### src/rtl/bcd_display_mux_if.sv
// rtl/bcd_display_mux_if.sv - display-side bundle for bcd_display_mux
//
// Purpose: groups the digit inputs and the multiplexed display outputs.
// Ports (signals):
//   en          display enable, 0 blanks the display
//   bcd         packed BCD digits, digit k = bcd[4k+3:4k], k=0 is units
//   dp_in       decimal point request per digit
//   seg         segments {g,f,e,d,c,b,a}
//   dp          decimal point of the active digit
//   an          one-hot digit select
//   frame_tick  one-cycle pulse at the start of each scan frame
// Modports: master drives the digits, slave is the display multiplexer.
interface bcd_display_mux_if #(
   parameter int NUM_DIGITS = 4
);
   logic                    en;
   logic [4*NUM_DIGITS-1:0] bcd;
   logic [NUM_DIGITS-1:0]   dp_in;
   logic [6:0]              seg;
   logic                    dp;
   logic [NUM_DIGITS-1:0]   an;
   logic                    frame_tick;

   modport master (
      output en, bcd, dp_in,
      input  seg, dp, an, frame_tick
   );

   modport slave (
      input  en, bcd, dp_in,
      output seg, dp, an, frame_tick
   );
endinterface

### src/rtl/bcd_display_mux.sv
// rtl/bcd_display_mux.sv - time-multiplexed BCD to 7-segment display driver
//
// Purpose: scans NUM_DIGITS BCD digits onto a multiplexed 7-segment display.
// A prescaler holds each digit for PRESCALE cycles; the digit inputs are
// captured into a shadow register once per frame so a frame never tears.
// Optional build macro: DISP_LZB_EN enables leading-zero blanking.
// Ports:
//   clk  rising-edge clock
//   rst  synchronous active-high reset
//   bus  bcd_display_mux_if.slave (en, bcd, dp_in in; seg, dp, an, frame_tick out)
module bcd_display_mux #(
   parameter int NUM_DIGITS = 4,
   parameter int PRESCALE   = 50000,
   parameter bit ACTIVE_LOW = 1'b1
) (
   input logic               clk,
   input logic               rst,
   bcd_display_mux_if.slave  bus
);
   localparam int IW = (NUM_DIGITS > 1) ? $clog2(NUM_DIGITS) : 1;
   localparam int CW = $clog2(PRESCALE);

   logic [CW-1:0]           cnt;
   logic [IW-1:0]           idx;
   logic [4*NUM_DIGITS-1:0] sh_bcd;
   logic [NUM_DIGITS-1:0]   sh_dp;
   logic [6:0]              seg_q;
   logic                    dp_q;
   logic [NUM_DIGITS-1:0]   an_q;
   logic                    tick_q;

   logic                    digit_end;
   logic                    frame_end;
   logic [3:0]              cur_digit;
   logic                    cur_dp;
   logic [NUM_DIGITS-1:0]   cur_onehot;
   logic                    cur_blank;
   logic [6:0]              cur_seg;

   function automatic logic [6:0] decode(input logic [3:0] v);
      case (v)
         4'd0:    decode = 7'b0111111;
         4'd1:    decode = 7'b0000110;
         4'd2:    decode = 7'b1011011;
         4'd3:    decode = 7'b1001111;
         4'd4:    decode = 7'b1100110;
         4'd5:    decode = 7'b1101101;
         4'd6:    decode = 7'b1111101;
         4'd7:    decode = 7'b0000111;
         4'd8:    decode = 7'b1111111;
         4'd9:    decode = 7'b1101111;
         default: decode = 7'b0000000;
      endcase
   endfunction

   assign digit_end = (cnt == CW'(PRESCALE - 1));
   assign frame_end = digit_end && (idx == IW'(NUM_DIGITS - 1));

   // Select the active digit from the shadow copy, never the live inputs.
   always_comb begin
      cur_digit  = 4'd0;
      cur_dp     = 1'b0;
      cur_onehot = '0;
      for (int k = 0; k < NUM_DIGITS; k++) begin
         if (idx == IW'(k)) begin
            cur_digit     = sh_bcd[4*k +: 4];
            cur_dp        = sh_dp[k];
            cur_onehot[k] = 1'b1;
         end
      end
   end

`ifdef DISP_LZB_EN
   logic [NUM_DIGITS-1:0] lz_mask;
   logic                  upper_zero;

   // Walk from the most significant digit down; a digit is a leading zero
   // while it and everything above it is zero. Digit 0 always stays lit.
   always_comb begin
      lz_mask    = '0;
      upper_zero = 1'b1;
      for (int k = NUM_DIGITS - 1; k >= 0; k--) begin
         upper_zero = upper_zero && (sh_bcd[4*k +: 4] == 4'd0);
         lz_mask[k] = upper_zero && (k != 0);
      end
      cur_blank = |(lz_mask & cur_onehot);
   end
`else
   assign cur_blank = 1'b0;
`endif

   assign cur_seg = cur_blank ? 7'b0000000 : decode(cur_digit);

   always_ff @(posedge clk) begin
      if (rst) begin
         cnt    <= '0;
         idx    <= '0;
         sh_bcd <= '0;
         sh_dp  <= '0;
         tick_q <= 1'b0;
         seg_q  <= {7{ACTIVE_LOW}};
         dp_q   <= ACTIVE_LOW;
         an_q   <= {NUM_DIGITS{ACTIVE_LOW}};
      end else begin
         tick_q <= frame_end;
         if (digit_end) begin
            cnt <= '0;
            idx <= frame_end ? '0 : idx + 1'b1;
         end else begin
            cnt <= cnt + 1'b1;
         end
         if (frame_end) begin
            sh_bcd <= bus.bcd;
            sh_dp  <= bus.dp_in;
         end
         if (bus.en) begin
            seg_q <= {7{ACTIVE_LOW}} ^ cur_seg;
            dp_q  <= ACTIVE_LOW ^ cur_dp;
            an_q  <= {NUM_DIGITS{ACTIVE_LOW}} ^ cur_onehot;
         end else begin
            seg_q <= {7{ACTIVE_LOW}};
            dp_q  <= ACTIVE_LOW;
            an_q  <= {NUM_DIGITS{ACTIVE_LOW}};
         end
      end
   end

   assign bus.seg        = seg_q;
   assign bus.dp         = dp_q;
   assign bus.an         = an_q;
   assign bus.frame_tick = tick_q;
endmodule

### src/flat_wrapper.sv
// flat-port wrapper written by rule: the top's interface ports become plain ports
module bcd_display_mux_flat 
#(
   parameter int NUM_DIGITS = 4,
   parameter int PRESCALE   = 50000,
   parameter bit ACTIVE_LOW = 1'b1
)
  (clk, rst, bus_en, bus_bcd, bus_dp_in, bus_seg, bus_dp, bus_an, bus_frame_tick);
  bcd_display_mux_if #(.NUM_DIGITS(NUM_DIGITS)) bus_i ();
  input logic clk;
  input logic rst;
  input wire logic [$bits(bus_i.en)-1:0] bus_en;
  input wire logic [$bits(bus_i.bcd)-1:0] bus_bcd;
  input wire logic [$bits(bus_i.dp_in)-1:0] bus_dp_in;
  output wire logic [$bits(bus_i.seg)-1:0] bus_seg;
  output wire logic [$bits(bus_i.dp)-1:0] bus_dp;
  output wire logic [$bits(bus_i.an)-1:0] bus_an;
  output wire logic [$bits(bus_i.frame_tick)-1:0] bus_frame_tick;
  assign bus_i.en = bus_en;
  assign bus_i.bcd = bus_bcd;
  assign bus_i.dp_in = bus_dp_in;
  assign bus_seg = bus_i.seg;
  assign bus_dp = bus_i.dp;
  assign bus_an = bus_i.an;
  assign bus_frame_tick = bus_i.frame_tick;
  bcd_display_mux #(.NUM_DIGITS(NUM_DIGITS), .PRESCALE(PRESCALE), .ACTIVE_LOW(ACTIVE_LOW)) u_core (.clk(clk), .rst(rst), .bus(bus_i));
endmodule
### config.mk
export PLATFORM = sky130hd
export DESIGN_NAME = bcd_display_mux_flat
export DESIGN_NICKNAME = d
export VERILOG_FILES = /design/src/rtl/bcd_display_mux_if.sv /design/src/rtl/bcd_display_mux.sv /design/src/flat_wrapper.sv
export SDC_FILE = /design/constraint.sdc
export NUM_CORES = 1
export LEC_CHECK = 0
export BUFFER_PORTS_ARGS = -buffer_cell sky130_fd_sc_hd__buf_2
export CORE_ASPECT_RATIO = 1.1
export CORE_MARGIN = 4
export CORE_UTILIZATION = 50
export CTS_CLUSTER_DIAMETER = 200
export DETAILED_ROUTE_END_ITERATION = 10
export PLACE_DENSITY_LB_ADDON = 0.08
export SLEW_MARGIN = 40
export SYNTH_ARGS = -nofsm -noshare
export SYNTH_HDL_FRONTEND = slang
export SYNTH_SLANG_ARGS = --single-unit
### constraint.sdc
create_clock -name clk -period 2.15 [get_ports clk]
set_input_delay 0.3225 -clock clk [delete_from_list [all_inputs] [get_ports clk]]
set_output_delay 0.3225 -clock clk [all_outputs]
set_load 0.005 [all_outputs]
==> flow_metrics.py <==
metrics = {
    "clock_tree": {
        "ctsRootBufferMaster": "clkbuf_8",
        "cts_made_buffers": 5,
        "cts-hold-fix-buffers": 0,
        "worstSkewPairLatency_ns": 0.30,
        "htree_num_levels": 2,
        "clock_sink_count": 51,
        "cts.path.max_buffers": 2,
        "post_cts.repair.setup_buffers": 0,
        "tritoncts": "yes",
        "clk_pin_slew_ns": 0.09,
    },
    "pwr": {
        "power.leakage_nw": 1.09,
        "power_density_nw_per_um2": 548,
        "worst_ir_drop_vdd_uv": 336,
    },
    "synthesis": {
        "synth_edf_count": 0,
        "synth.yosys.warnings": 0,
        "synth_seq_cells": 51,
        "synth.net_count": 310,
        "synthArstFlopShare_pct": 0,
        "synth_area_per_cell_um2": 8.67,
        "ys.flop_type": "dfxtp_1",
        "synth_area_um2": 2400,
        "synth.distinct_cells": 45,
        "synthCells": 277,
        "synth_seq_area_share_pct": 42.5,
    },
    "drt": {
        "firstDrtPassIters": 4,
        "detail_route.iter0.violations": 104,
        "route.final.wire_length_mm": 5.26,
        "route.detailed.drc": 0,
        "detail_route.vias_per_cell": 5.56,
        "route.antenna.remaining_nets": 0,
        "avgRoutedWirePerCell_um": 14.0,
        "routed-via-count": 2089,
    },
    "finish": {
        "post_route_cells_drive_above_1_share_pct": 22.8,
        "inserted_diodes": 0,
        "nNetsFinal": 352,
        "post-route-util_pct": 60.9,
        "post-route-cell-area_um2": 2840,
        "areaGrowthSynthToFinish_pct": 18.0,
        "layout.cells.non_filler": 376,
        "layout.cells.most_common_list": "dfxtp_1, buf_2, a21oi_1",
        "sequential_cell_area_um2": 1020,
        "leading_cell_type_in_the_layout_fill_and_taps_excluded": "dfxtp_1",
        "multiInputGateArea_um2": 1280,
        "nFillCells": 424,
    },
    "placement": {
        "place_worst_setup_slack_ns": -0.0330,
        "buffer_ports.inserted": 35,
        "routabilityCongestion": 0.944,
        "post_dp_cell_area_um2": 2720,
        "dp_hpwl_mm": 3.90,
        "numPlacedInstances": 368,
    },
    "timing": {
        "finalHoldViolations": 0,
        "skew_ns": 0.00475,
        "period_minus_slack_ns": 2.04,
        "setup_slack_ns": 0.107,
        "tns_ns": 0,
        "number_of_setup_violations_in_the_final_report": 0,
        "highest_clock_frequency_the_design_can_meet_ghz": 0.489,
        "slew_violations": 0,
        "post_route_clock_period_utilization_pct": 95.0,
        "timing.slew.headroom_pct": 69.0,
        "worst_pin_slew_ns": 0.464,
        "grt_setup_unrepaired": "false",
    },
    "setup_path": {
        "r2r_slack_ns": 0.11,
        "worstSetupStartpoint": "u_core.cnt[10]$_SDFF_PP0_",
        "timing.setup.critical_path_class": "reg2reg",
        "timing.rr.end": "u_core.cnt[14]$_SDFF_PP0_",
        "worstPathRequired_ns": 2.34,
        "timing.critical_path.fanout_max": 23,
        "setup.worst_path.end_class": "flop",
        "arrival_ns": 2.23,
        "regToRegStartpoint": "u_core.cnt[10]$_SDFF_PP0_",
        "critPathLaunchType": "flop",
        "endpoint": "u_core.cnt[14]$_SDFF_PP0_",
        "ff2ff_path_depth": 5,
    },
    "die": {
        "design.die.area_um2": 5980,
        "floorplan.rows": 26,
        "floorplan.initialDensity_pct": 51.6,
        "dieHeight_um": 80.7,
        "dieWidth_um": 74.1,
        "fp.coreArea_um2": 4650,
        "num_io_pins": 36,
    },
    "global_route": {
        "grtUsageTotal_pct": 19.2,
        "first_global_vias": 1937,
        "grt_pass1_wl_mm": 8.91,
        "number_of_antenna_violations_at_the_first_check_in_global_routing": 0,
        "grt_start_max_net_pins": 26,
        "grt-ovfl-total": 0,
    },
    "status": {
        "outcome": "finished clean",
    },
    "worst_hold_path": {
        "hold_class": "in2reg",
    },
    "flow_run": {
        "max_cap_violations": 0,
    },
}
==> layer usage <==
metal  vias to the layer above  wire length, µm  track usage [%]
li1                       1076                -                -
met1                       966             2250             22.7
met5                         -                0                0
met3                        11              179             3.75
met2                        36             2720             33.6
met4                         0              115             7.43
==> worst min-delay path by stage <==
stage,startpoint,endpoint,slack [ns],depth (start not counted)
after floorplan,u_core.sh_bcd[14]$_SDFFE_PP0P_,u_core.sh_bcd[14]$_SDFFE_PP0P_,0.44,2
after global placement,u_core.sh_bcd[0]$_SDFFE_PP0P_,u_core.sh_bcd[0]$_SDFFE_PP0P_,0.46,2
after detailed placement,u_core.sh_bcd[8]$_SDFFE_PP0P_,u_core.sh_bcd[8]$_SDFFE_PP0P_,0.47,2
after CTS,bus_bcd[1],u_core.sh_bcd[1]$_SDFFE_PP0P_,0.27,3
after global routing,bus_bcd[3],u_core.sh_bcd[3]$_SDFFE_PP0P_,0.28,3
final,bus_bcd[1],u_core.sh_bcd[1]$_SDFFE_PP0P_,0.26,3
==> critical path, stage by stage, from the launching register on <==
cell and delay (ns):
dfxtp_1 0.34, or4b_4 0.57, or4_4 0.64, nand2b_1 0.17, buf_12 0.15, a21oi_1 0.05
==> repair_timing <==
| item | in CTS | in global routing |
|---|---|---|
| setup endpoints to repair | 6 | 17 |
| endpoints found under the hold margin | 0 | 0 |
| resized for setup | 2 | 10 |
| pin swaps | 0 | 1 |
| gates cloned | 0 | 0 |
==> through the flow <==
stage	total power, mW	hold slack [ns]
after floorplan	1.02	0.444
after global placement	1.05	0.465
after detailed placement	1.05	0.470
after CTS	1.57	0.266
after global routing	1.62	0.280
final	1.55	0.262
==> kinds of logic (layout without fill, tap and decap cells) <==
family          Yosys count  after routing  synth area share, %
simple gates             95             95                 21.8
compound gates           78             78                 19.3
flops                    51             51                 42.5
buf+inv                  29             72                 5.99
xor+xnor                 11             11                 4.01
fa+ha+maj                10             10                 5.21
mux                       3              3                 1.25
==> Yosys cell counts, types with 3 or more instances <==
| cell type | n | area share (%) |
|---|---|---|
| dfxtp_1 | 51 | 43 |
| a21oi_1 | 29 | 6.0 |
| nand3_1 | 28 | 5.8 |
| o21ai_0 | 20 | 4.2 |
| nand2_1 | 18 | 2.8 |
| nor2_1 | 16 | 2.5 |
| clkbuf_1 | 11 | 1.7 |
| ha_1 | 10 | 5.2 |
| inv_1 | 9 | 1.4 |
| xor2_1 | 6 | 2.2 |
| o21ai_1 | 5 | 1.0 |
| xnor2_1 | 5 | 1.8 |
| a211oi_1 | 4 | 1.3 |
| a22oi_1 | 4 | 1.3 |
| and2_1 | 4 | 1.0 |
| buf_2 | 4 | 0.83 |
| buf_6 | 4 | 1.9 |
| nand4_1 | 4 | 1.0 |
| a211o_1 | 3 | 1.1 |
| mux2i_1 | 3 | 1.3 |
| nor2b_1 | 3 | 0.78 |
| o31ai_1 | 3 | 0.94 |
| or4_1 | 3 | 0.94 |
==> state kept, by name (all words and copies together) (netlist names) <==
name and cells:
u_core.sh_bcd 16, u_core.bus.an 4, u_core.idx 2, u_core.bus.seg 7, u_core.sh_dp 4, u_core.bus.dp 1, u_core.bus.frame_tick 1, u_core.cnt 16
==> where the power goes <==
group	leakage [nW]	switching [mW]	total [mW]	internal (mW)
sequential	0.415	0.00643	0.962	0.955
clock	0.0422	0.293	0.522	0.229
combinational	0.630	0.0344	0.0695	0.0351
total	1.09	0.334	1.55	1.22
==> cell type report <==
cell class / instances / share of cell area, %
Multi-Input combinational cell: 197 / 45.0
Sequential cell: 51 / 36.1
Tap cell: 56 / 2.47
Inverter: 9 / 1.19
Clock inverter: 1 / 0.177
Timing Repair Buffer: 55 / 12.4
Clock buffer: 7 / 2.69
Note: power is estimated with default switching activity, not from simulation.
